$ cat src/rtl/pdp1_mem_arbiter.sv
// pdp1_mem_arbiter: shares the single core-memory port between the CPU and two
// cycle-break data channels. One registered grant per cycle. Priority order is a
// pending CPU lock, then the starvation override, then the channels in round-robin
// order, then the CPU. Accesses to memory fields that are not installed fault.
// Optional feature: define PDP1_ARB_STARVE_EN to add the CPU starvation guard.
module pdp1_mem_arbiter #(
    parameter int unsigned UNITS      = 1,
    parameter int unsigned STARVE_MAX = 4
) (
    input  logic        clk,
    input  logic        rst,
    input  logic        cpu_req,
    input  logic        cpu_we,
    input  logic        cpu_lock,
    input  logic [11:0] cpu_adr,
    input  logic [3:0]  cpu_unit,
    input  logic [17:0] cpu_wdata,
    output logic        cpu_ack,
    output logic        cpu_err,
    output logic        cpu_rvalid,
    output logic [17:0] cpu_rdata,
    input  logic [1:0]  ch_req,
    input  logic [1:0]  ch_we,
    input  logic [23:0] ch_adr,
    input  logic [7:0]  ch_unit,
    input  logic [35:0] ch_wdata,
    output logic [1:0]  ch_ack,
    output logic [1:0]  ch_err,
    output logic [1:0]  ch_rvalid,
    output logic [17:0] ch_rdata,
    output logic        mm_we,
    output logic [11:0] mm_adr,
    output logic [3:0]  mm_unit,
    output logic [17:0] mm_din,
    input  logic [17:0] mm_dout
);

    typedef enum logic [1:0] {OwnNone, OwnCpu, OwnCh0, OwnCh1} owner_e;

    owner_e      win;
    logic        cpu_elig;
    logic [1:0]  ch_elig;
    logic        sel_we;
    logic [11:0] sel_adr;
    logic [3:0]  sel_unit;
    logic [17:0] sel_wdata;
    logic        granted;
    logic        fault;
    logic        starve_hit;

    logic        cpu_ack_q, cpu_ack_d;
    logic        cpu_err_q, cpu_err_d;
    logic [1:0]  ch_ack_q, ch_ack_d;
    logic [1:0]  ch_err_q, ch_err_d;
    logic        mm_we_q, mm_we_d;
    logic [11:0] mm_adr_q, mm_adr_d;
    logic [3:0]  mm_unit_q, mm_unit_d;
    logic [17:0] mm_din_q, mm_din_d;
    logic        rr_q, rr_d;
    logic        lock_q, lock_d;
    owner_e      owner_q, owner_d;
    owner_e      rd_owner_q, rd_owner_d;
    logic [17:0] cpu_rdata_q, cpu_rdata_d;
    logic [17:0] ch_rdata_q, ch_rdata_d;

`ifdef PDP1_ARB_STARVE_EN
    localparam int unsigned CntW = (STARVE_MAX > 0) ? $clog2(STARVE_MAX + 1) : 1;

    logic [CntW-1:0] starve_cnt_q, starve_cnt_d;

    assign starve_hit = (32'(starve_cnt_q) == STARVE_MAX);

    // Count channel grants issued while the CPU is kept waiting.
    always_comb begin
        starve_cnt_d = starve_cnt_q;
        if (win == OwnCpu || !cpu_req) begin
            starve_cnt_d = '0;
        end else if ((win == OwnCh0 || win == OwnCh1) && !starve_hit) begin
            starve_cnt_d = starve_cnt_q + 1'b1;
        end
    end

    // Starvation counter register.
    always_ff @(posedge clk or negedge rst) begin
        if (!rst) begin
            starve_cnt_q <= '0;
        end else begin
            starve_cnt_q <= starve_cnt_d;
        end
    end
`else
    assign starve_hit = 1'b0;
`endif

    // Pick the winner among requesters not acked in the current cycle.
    always_comb begin
        cpu_elig = cpu_req & ~cpu_ack_q;
        ch_elig  = ch_req & ~ch_ack_q;
        win      = OwnNone;
        if (lock_q) begin
            // Channels are locked out until the CPU completes its locked pair.
            if (cpu_elig) win = OwnCpu;
        end else if (starve_hit && cpu_elig) begin
            win = OwnCpu;
        end else if (ch_elig[rr_q]) begin
            win = rr_q ? OwnCh1 : OwnCh0;
        end else if (ch_elig[~rr_q]) begin
            win = rr_q ? OwnCh0 : OwnCh1;
        end else if (cpu_elig) begin
            win = OwnCpu;
        end
    end

    // Route the winner's request fields.
    always_comb begin
        sel_we    = 1'b0;
        sel_adr   = '0;
        sel_unit  = '0;
        sel_wdata = '0;
        case (win)
            OwnCpu: begin
                sel_we    = cpu_we;
                sel_adr   = cpu_adr;
                sel_unit  = cpu_unit;
                sel_wdata = cpu_wdata;
            end
            OwnCh0: begin
                sel_we    = ch_we[0];
                sel_adr   = ch_adr[11:0];
                sel_unit  = ch_unit[3:0];
                sel_wdata = ch_wdata[17:0];
            end
            OwnCh1: begin
                sel_we    = ch_we[1];
                sel_adr   = ch_adr[23:12];
                sel_unit  = ch_unit[7:4];
                sel_wdata = ch_wdata[35:18];
            end
            default: ;
        endcase
        granted = (win != OwnNone);
        fault   = granted && (32'(sel_unit) >= UNITS);
    end

    // Next-state for grant pulses, memory port, pointer, lock and read ownership.
    always_comb begin
        cpu_ack_d  = (win == OwnCpu);
        ch_ack_d   = {win == OwnCh1, win == OwnCh0};
        cpu_err_d  = cpu_ack_d & fault;
        ch_err_d   = ch_ack_d & {2{fault}};
        mm_we_d    = 1'b0;
        mm_adr_d   = mm_adr_q;
        mm_unit_d  = mm_unit_q;
        mm_din_d   = mm_din_q;
        owner_d    = OwnNone;
        if (granted && !fault) begin
            mm_we_d   = sel_we;
            mm_adr_d  = sel_adr;
            mm_unit_d = sel_unit;
            mm_din_d  = sel_wdata;
            if (!sel_we) owner_d = win;
        end
        // Data returns the cycle after the address, so ownership trails by one stage.
        rd_owner_d = owner_q;
        rr_d       = rr_q;
        if (win == OwnCh0) begin
            rr_d = 1'b1;
        end else if (win == OwnCh1) begin
            rr_d = 1'b0;
        end
        lock_d = lock_q;
        if (win == OwnCpu) begin
            lock_d = cpu_lock;
        end else if (!cpu_req && !cpu_ack_q) begin
            lock_d = 1'b0;
        end
        cpu_rdata_d = cpu_rdata;
        ch_rdata_d  = ch_rdata;
    end

    // State registers; reset discards any read still in flight.
    always_ff @(posedge clk or negedge rst) begin
        if (!rst) begin
            cpu_ack_q   <= 1'b0;
            cpu_err_q   <= 1'b0;
            ch_ack_q    <= '0;
            ch_err_q    <= '0;
            mm_we_q     <= 1'b0;
            mm_adr_q    <= '0;
            mm_unit_q   <= '0;
            mm_din_q    <= '0;
            rr_q        <= 1'b0;
            lock_q      <= 1'b0;
            owner_q     <= OwnNone;
            rd_owner_q  <= OwnNone;
            cpu_rdata_q <= '0;
            ch_rdata_q  <= '0;
        end else begin
            cpu_ack_q   <= cpu_ack_d;
            cpu_err_q   <= cpu_err_d;
            ch_ack_q    <= ch_ack_d;
            ch_err_q    <= ch_err_d;
            mm_we_q     <= mm_we_d;
            mm_adr_q    <= mm_adr_d;
            mm_unit_q   <= mm_unit_d;
            mm_din_q    <= mm_din_d;
            rr_q        <= rr_d;
            lock_q      <= lock_d;
            owner_q     <= owner_d;
            rd_owner_q  <= rd_owner_d;
            cpu_rdata_q <= cpu_rdata_d;
            ch_rdata_q  <= ch_rdata_d;
        end
    end

    assign cpu_ack    = cpu_ack_q;
    assign cpu_err    = cpu_err_q;
    assign ch_ack     = ch_ack_q;
    assign ch_err     = ch_err_q;
    assign mm_we      = mm_we_q;
    assign mm_adr     = mm_adr_q;
    assign mm_unit    = mm_unit_q;
    assign mm_din     = mm_din_q;
    assign cpu_rvalid = (rd_owner_q == OwnCpu);
    assign ch_rvalid  = {rd_owner_q == OwnCh1, rd_owner_q == OwnCh0};
    // Read data passes straight through while valid and is held afterwards.
    assign cpu_rdata  = cpu_rvalid ? mm_dout : cpu_rdata_q;
    assign ch_rdata   = (|ch_rvalid) ? mm_dout : ch_rdata_q;

endmodule

$ cat config.mk
export PLATFORM = sky130hd
export DESIGN_NAME = pdp1_mem_arbiter
export DESIGN_NICKNAME = d
export VERILOG_FILES = /design/src/rtl/pdp1_mem_arbiter.sv
export SDC_FILE = /design/constraint.sdc
export NUM_CORES = 1
export LEC_CHECK = 0
export BUFFER_PORTS_ARGS = -buffer_cell sky130_fd_sc_hd__buf_2
export CAP_MARGIN = 20
export CORE_MARGIN = 2
export CORE_UTILIZATION = 41
export CTS_CLUSTER_SIZE = 8
export DETAILED_ROUTE_END_ITERATION = 10
export MAX_ROUTING_LAYER = met4
export PLACE_DENSITY = 0.8
export SYNTH_ARGS = -nofsm -noshare
export SYNTH_HDL_FRONTEND = slang
export SYNTH_SLANG_ARGS = --single-unit
$ cat constraint.sdc
create_clock -name clk -period 2.8 [get_ports clk]
set_input_delay 0 -clock clk [delete_from_list [all_inputs] [get_ports clk]]
set_output_delay 0 -clock clk [all_outputs]
set_load 0.01 [all_outputs]
==> results of run 1 <==
[cells in the final DEF (no fill, tap or decap), drive strengths merged, types with 2 or more instances in the layout]
master / count
dfrtp: 83
nor3b: 3
and2: 6
mux2: 66
nor4: 2
o2bb2ai: 2
or4: 2
clkbuf: 10
o311ai: 30
inv: 36
buf: 221
clkinvlp: 3
dlygate4sd3: 22
nand2b: 4
nor2: 4
nand3: 61
[worst register-to-register path, cell delays in order, from the launching register on]
cell	delay (ps)
dfrtp_1	420
or3b_1	170
buf_4	360
nand3_1	240
o221ai_4	120
buf_4	380
mux2_2	390
[routing by layer]
layer	up-vias	GRT usage
met5	-	-
met4	0	0.08198
met2	198	0.3901
li1	1666	-
met3	19	0.04503
met1	1735	0.2316
[flip-flops by register name (all words and copies together) (netlist names), 2 cells and up]
register / count
ch_err: 2
rd_owner_q: 2
cpu_rdata_q: 18
owner_q: 2
mm_adr: 12
ch_ack: 2
ch_rdata_q: 18
mm_din: 18
mm_unit: 4
[metrics by stage]
| step | power, W | std cells | instance area [um^2] | hold WS, ps |
|---|---|---|---|---|
| after floorplan | 0.003221 | 338 | 4034 | -295.6 |
| after global placement | 0.004005 | 663 | 5219 | 219.8 |
| after detailed placement | 0.004102 | 663 | 5219 | 239.4 |
| after CTS | 0.004995 | 701 | 5639 | 21.92 |
| after global routing | 0.005296 | 702 | 5667 | 19.46 |
| final | 0.004975 | 702 | 5667 | 29.21 |
[path summary, 6_finish.rpt]
kind,endpoint,from,cells past startpoint
worst max-delay path,mm_din[12]$_DFFE_PN0P_,ch_ack[0]$_DFF_PN0_,6
worst min-delay path,mm_din[12]$_DFFE_PN0P_,ch_wdata[30],4
worst max register to register,mm_din[12]$_DFFE_PN0P_,ch_ack[0]$_DFF_PN0_,6
worst min register to register,rd_owner_q[0]$_DFF_PN0_,owner_q[0]$_DFF_PN0_,0
max in group asynchronous,mm_adr[9]$_DFFE_PN0P_,rst,3
min in group asynchronous,ch_rdata_q[12]$_DFF_PN0_,rst,2
[cells by family (layout without fill, tap and decap cells)]
logic type      count (synthesis)  in the layout  synth area share
simple gates                   89             89            0.1225
compound gates                 38             38           0.09181
mux                            66             66            0.2075
flops                          83             83            0.5149
buf+inv                        62            293           0.06327
[timing repair]
action / 4_1_cts / 5_1_grt
setup buffers: 0 / 0
endpoints found under the hold margin: 122 / 0
hold buffers: 22 / 0
[layout make-up]
class                      instances  share of cell area
inverter                          34             0.02252
multi-input combinational        193              0.3025
tap                              133             0.02937
clock buffer                      10             0.02252
timing repair buffer             243              0.2438
clock inverter                     6             0.01281
sequential                        83              0.3665
[power by group through the flow]
stage | Combinational (W) | Clock, W | Sequential (W)
final | 0.00219 | 0.000857 | 0.00193
after global routing | 0.00237 | 0.000942 | 0.00199
after CTS | 0.00219 | 0.000882 | 0.00192
after detailed placement | 0.00217 | 0 | 0.00194
after global placement | 0.00209 | 0 | 0.00192
after floorplan | 0.00122 | 0 | 0.00200
==> impl_summary.log, run 1 <==
[metrics] result of the run: complete, no violations
[metrics] leakage power: ~2.9 nW
[metrics] Nets: 693
[metrics] width of the die: approximately 100 um
[metrics] fillcell total: roughly 800
[metrics] number of global-route vias before repair: 3558
[metrics] kind of cell adding the most delay to the critical path: buffers and inverters
[metrics] total of warnings raised by yosys: 0
[metrics] routability congestion estimate from global placement: between 0.8 and 0.9
[metrics] number of cells produced by synthesis: between 300 and 400
[metrics] footprint of the flip-flops and latches: 0.002077 mm^2
[metrics] remaining number of nets flagged by the antenna check after routing: 0
[metrics] clock tree from TritonCTS: done
[metrics] number of buffers on the longest clock path: 2
[metrics] fin crit period: 2170 ps
[metrics] leading cell types by total area after synthesis: dfrtp_1 51%, mux2_2 11%, mux2_4 9.3%
[metrics] most repeated cell in the gate-level netlist after synthesis: dfrtp_1
[metrics] setup TNS after final layout: 0 ps
[metrics] Max transition margin: 0.6722
[metrics] fraction of power consumed by combinational cells: 0.440
[metrics] Multi-input gate area: roughly 0.0017 mm^2
[metrics] via-per-instance ratio: slightly above 5
[metrics] wire length of the first global-routing pass: between 15000 and 20000 um
[metrics] clock network fraction of design power: 0.172
[metrics] critical path's most frequent cell: buf_4
[metrics] category of the worst setup path capture point: flop
[metrics] setup-violating endpoint count in the final report: 0
[metrics] total overflow reported by the global router: 0
[metrics] final routed wirelength across all metal layers: roughly 12000 um
[metrics] part of the total power dissipated in sequential elements: 0.387
[metrics] vias post-DR: roughly 3600
[metrics] category of the most critical setup path: reg -> reg
[metrics] largest area contributor in the synthesized netlist: dfrtp_1
[metrics] largest voltage drop on the vdd net: approximately 0.36 mV
[metrics] number of antenna violations at the first check in global routing: 0
[metrics] WP buf/inv: 2
[metrics] final hold violation count: 0
[metrics] met2 wire length: slightly above 6000 um
[metrics] Sw Share: 0.3489
[metrics] fraction of synthesis flops using an asynchronous set or reset pin: 1.000
[metrics] most frequently used flop master after synthesis: dfrtp_1
[metrics] number of maximum-capacitance constraint violations: 0
[metrics] count of pins on the block boundary: 209
[metrics] power per cell area: 878.0 mW/mm^2
[metrics] total count of max-transition violations in the final report: 0
[metrics] die height: 103.2 um
[metrics] largest net degree at the start of global routing: 84
[metrics] CTS-repair resized insts: 0
[metrics] placed wire-length estimate: around 8000 um
[metrics] initial standard-cell utilization of the core: 0.4185
[metrics] Synth-to-Final Area Change: 40.48%
[metrics] total global routing track utilization: 0.2157
[metrics] fmax: between 400 and 500 MHz
[metrics] crit path max-delay cell type: dfrtp_1
[metrics] WP data arrival: roughly 2400 ps
[metrics] number of input and output port buffers inserted: 208
[metrics] Synth Register Bits: 83
[metrics] area of the mapped netlist: approximately 0.0040 mm^2
[metrics] Num CTS Buffers: 9
[metrics] # diodes: 0
[metrics] Clock Latency Late Sink: 340 ps
[metrics] internal power: approximately 0.0032 W
[metrics] detail-routed net length per standard cell: between 15 and 20 um
[metrics] switching component of the power: about 0.0017 W
[metrics] synthesized net count: between 400 and 500
[metrics] drt pass-1 iters: 5
[metrics] worst min-delay path class: in -> reg
[metrics] fraction of post-synthesis cell area in the top cell type by area: 0.5149
[metrics] portion of the post-synthesis area used by sequential elements: 0.5149
[metrics] number of design rule violations left after detail routing: 0
[metrics] commonest cells in the synthesized netlist: 83 x dfrtp_1, 61 x nand3_1, 41 x mux2_2
[metrics] Root Buffer: clkbuf_8
[metrics] CTS clock-pin slew for the worst setup and hold paths: approximately 90 ps
[metrics] CP max FO: 32
[metrics] count of distinct cell types in the synthesized netlist: 32
[metrics] routed metal-1 wire length: about 4400 um
[metrics] cell chain of the critical path: or3b_1 > buf_4 > nand3_1 > o221ai_4 > buf_4 > mux2_2
[metrics] H-tree depth: 3
[metrics] critical path startpoint category: flop
[metrics] worst slack, placed: around 630 ps
[metrics] initial DRC count: 123
[metrics] slew at the pin closest to its max-slew limit: between 400 and 500 ps
[metrics] part of the cycle the worst path needs: 0.7750
[metrics] cell row count: 36
[metrics] fraction of layout instances using a drive strength above 1: 0.5466
[metrics] final design utilization: 0.5879
[metrics] Met3 Wirelength: just over 900 um
[metrics] number of enable flip-flop cells after synthesis: 0
[metrics] register-to-register path setup slack: 630 ps
[metrics] highest layer used for signal routing: met4
[metrics] setup clock skew after layout: ~11 ps
[metrics] area of the core: between 0.009 and 0.01 mm^2
[metrics] min setup slack post-route: approximately 630 ps
[metrics] delay of the slowest cell on the worst path: 420 ps
[metrics] sink count of the clock tree: 83
[metrics] unrepaired setup endpoints after global routing: false
[metrics] required time of the critical path: between 3000 and 4000 ps
[metrics] full die area: between 0.01 and 0.015 mm^2
[metrics] average footprint of a synthesized cell: 11.93 um^2
No activity file was read; power rests on OpenSTA's default activity.
==> inputs of run 2 (changes only) <==
--- a/config.mk
+++ b/config.mk
@@ -5,6 +5,7 @@
 export SDC_FILE = /design/constraint.sdc
 export NUM_CORES = 1
 export LEC_CHECK = 0
+export ABC_AREA = 1
 export BUFFER_PORTS_ARGS = -buffer_cell sky130_fd_sc_hd__buf_2
 export CAP_MARGIN = 20
 export CORE_MARGIN = 2
@@ -12,7 +13,7 @@
 export CTS_CLUSTER_SIZE = 8
 export DETAILED_ROUTE_END_ITERATION = 10
 export MAX_ROUTING_LAYER = met4
-export PLACE_DENSITY = 0.8
+export PLACE_DENSITY = 0.82
 export SYNTH_ARGS = -nofsm -noshare
 export SYNTH_HDL_FRONTEND = slang
 export SYNTH_SLANG_ARGS = --single-unit
==> constraint.sdc (replaced) <==
create_clock -name clk -period 1.9 [get_ports clk]
set_input_delay 0 -clock clk [delete_from_list [all_inputs] [get_ports clk]]
set_output_delay 0 -clock clk [all_outputs]
set_load 0.01 [all_outputs]
==> impl_summary.log, run 2 <==
[metrics] hold_ws: -5.299 ps
[metrics] placed wire-length estimate: approximately 8900 um
[metrics] leading cell types by total area after synthesis: dfrtp_1 51%, nand2_1 19%, nand3_1 7.8%
[metrics] setup-violating endpoint count in the final report: 0
[metrics] Nets: 924
[metrics] result of the run: complete, but fails checks
[metrics] part of the cycle the worst path needs: 0.9114
[metrics] number of enable flip-flop cells after synthesis: 0
[metrics] worst slack, placed: about 200 ps
[metrics] setup TNS after final layout: 0 ps
[metrics] worst min-delay path class: in -> reg
[metrics] required time of the critical path: 2190 ps
[metrics] CTS clock-pin slew for the worst setup and hold paths: roughly 100 ps
[metrics] total of warnings raised by yosys: 0
[metrics] total count of max-transition violations in the final report: 0
[metrics] largest net degree at the start of global routing: 38
[metrics] initial standard-cell utilization of the core: 0.4207
[metrics] number of buffers on the longest clock path: 2
[metrics] Synth-to-Final Area Change: 46.71%
[metrics] placed insts: between 800 and 900
[metrics] initial DRC count: ~240
[metrics] crit path max-delay cell type: dfrtp_1
[metrics] WP buf/inv: 2
[metrics] portion of the post-synthesis area used by sequential elements: 0.5075
[metrics] width of the die: between 100 and 150 um
[metrics] fraction of layout instances using a drive strength above 1: 0.3300
[metrics] most frequent standard cell in the layout excluding fill and tap cells: buf_2
[metrics] clock tree from TritonCTS: done
[metrics] Root Buffer: clkbuf_8
[metrics] CP max FO: 37
[metrics] kind of cell adding the most delay to the critical path: simple AND/OR/NAND/NOR gates
[metrics] largest area contributor in the synthesized netlist: dfrtp_1
[metrics] count of distinct cell types in the synthesized netlist: 20
[metrics] Synth Register Bits: a little over 80
[metrics] sink count of the clock tree: 83
[metrics] largest voltage drop on the vdd net: a little under 0.6 mV
[metrics] H-tree depth: 3
[metrics] remaining number of nets flagged by the antenna check after routing: 0
[metrics] Max transition margin: 0.7081
[metrics] total global routing track utilization: 0.2413
[metrics] fraction of synthesis flops using an asynchronous set or reset pin: 1.000
[metrics] count of pins on the block boundary: approximately 210
[metrics] most used cells in the layout excluding fill and tap cells: 207 x buf_2, 206 x nand2_1, 82 x dfrtp_1
[metrics] number of design rule violations left after detail routing: 0
[metrics] number of global-route vias before repair: approximately 4300
[metrics] setup clock skew after layout: between 15 and 20 ps
[metrics] final hold violation count: 1
[metrics] fraction of post-synthesis cell area in the top cell type by area: 0.5075
[metrics] most frequently used flop master after synthesis: dfrtp_1
[metrics] min setup slack post-route: 168.3 ps
[metrics] fmax: roughly 580 MHz
[metrics] violated checks: negative hold slack
[metrics] delay of the slowest cell on the worst path: 400 ps
[metrics] slew at the pin closest to its max-slew limit: 437.9 ps
[metrics] number of antenna violations at the first check in global routing: 1
[metrics] critical path's most frequent cell: nand2_1
[metrics] wire length of the first global-routing pass: roughly 20000 um
[metrics] area of the core: 0.009729 mm^2
[metrics] number of input and output port buffers inserted: about 210
[metrics] leakage power: between 3 and 4 nW
[metrics] final routed wirelength across all metal layers: 12590 um
[metrics] Num CTS Buffers: 9
[metrics] number of setup buffers added after CTS: 0
[metrics] drt pass-1 iters: 6
[metrics] average footprint of a synthesized cell: 7.579 um^2
[metrics] commonest cells in the synthesized netlist: 206 x nand2_1, 83 x dfrtp_1, 64 x nand3_1
[metrics] full die area: 0.01080 mm^2
[metrics] Non-Filler Instances: 934
[metrics] routability congestion estimate from global placement: 0.8803
[metrics] fin crit period: 1732 ps
[metrics] most repeated cell in the gate-level netlist after synthesis: nand2_1
[metrics] vias post-DR: ~4500
[metrics] category of the most critical setup path: reg -> reg
[metrics] WP data arrival: just over 2000 ps
[metrics] total overflow reported by the global router: 0
[metrics] area of the mapped netlist: between 0.004 and 0.005 mm^2
[metrics] cell row count: 36
[metrics] detail-routed net length per standard cell: between 10 and 15 um
[metrics] number of cells produced by synthesis: 540
[metrics] power per cell area: about 1300 mW/mm^2
[metrics] critical path startpoint category: flop
[metrics] synthesized net count: 669
[metrics] die height: a little over 100 um
[metrics] number of maximum-capacitance constraint violations: 0
[metrics] category of the worst setup path capture point: flop
[metrics] cell chain of the critical path: inv_2 > nand3_2 > nor2_2 > nand2_1 > nand2_1 > inv_2 > nand3_4 > nand2_1 > nand2_1
[metrics] Clock Latency Late Sink: between 300 and 400 ps
[metrics] via-per-instance ratio: ~4.8
[metrics] unrepaired setup endpoints after global routing: true
run 2: stage by stage:
| step | util | hold slack (ps) | cell area [um^2] | power, W |
|---|---|---|---|---|
| final | 0.6172 | -5.299 | 6005 | 0.007548 |
| after floorplan | - | -295.6 | 4093 | 0.004711 |
| after detailed placement | 0.5494 | -29.66 | 5345 | 0.006107 |
| after global routing | 0.6172 | 10.92 | 6005 | 0.008144 |
| after global placement | 0.5494 | -28.71 | 5345 | 0.006041 |
| after CTS | 0.6174 | 3.350 | 6007 | 0.007552 |
run 2: cell families (layout without fill, tap and decap cells):
logic type      Yosys count  after routing  synth area share
compound gates           38             38           0.04708
other cells               0              1                 0
flops                    83             83            0.5075
buf+inv                  96            356           0.09814
simple gates            323            323            0.3473
run 2: path summary, 6_finish.rpt:
path,slack (ps),cells after the start,from,endpoint
max in group asynchronous,1230,3,rst,mm_din[15]$_DFFE_PN0P_
worst max-delay path,170,9,lock_q$_DFFE_PN0P_,mm_adr[7]$_DFFE_PN0P_
worst min register to register,360,0,owner_q[1]$_DFF_PN0_,rd_owner_q[1]$_DFF_PN0_
worst max register to register,170,9,lock_q$_DFFE_PN0P_,mm_adr[7]$_DFFE_PN0P_
min in group asynchronous,130,2,rst,ch_rdata_q[14]$_DFF_PN0_
worst min-delay path,-5,3,cpu_req,lock_q$_DFFE_PN0P_
run 2: metal layers:
metal  wire [um]  vias up  track usage
li1            -     2229            -
met1        5056     2003       0.2820
met2        6231      250       0.4112
met3         973       40      0.05138
met4         327        0      0.08880
met5           0        -            -
run 2: layout make-up:
cell class                 count  area [um^2]
clock buffer                   9        123.9
multi-input combinational    361         1617
timing repair buffer         275         1685
clock inverter                 7        87.58
sequential                    83         2078
fill                         851         3725
inverter                      65        244.0
tap                          133        166.4
antenna                        1        2.502
run 2: worst register-to-register path, stage by stage (launching register included):
cell and delay, ps:
dfrtp_1 400, inv_2 100, nand3_2 110, nor2_2 210, nand2_1 120, nand2_1 130, inv_2 50, nand3_4 340
nand2_1 120, nand2_1 80
run 2: power by group:
part	switching, W	total (W)	internal, W	leakage (nW)
Combinational	0.00211	0.00344	0.00133	2.40
Clock	0.000700	0.00135	0.000645	0.109
Sequential	0.000297	0.00276	0.00247	1.05
run 2: repair_timing:
item | 4_1_cts | 5_1_grt
resized for setup | 0 | 2
endpoints found under the hold margin | 136 | 0
setup endpoints to repair | 0 | 7
hold buffers | 45 | 0
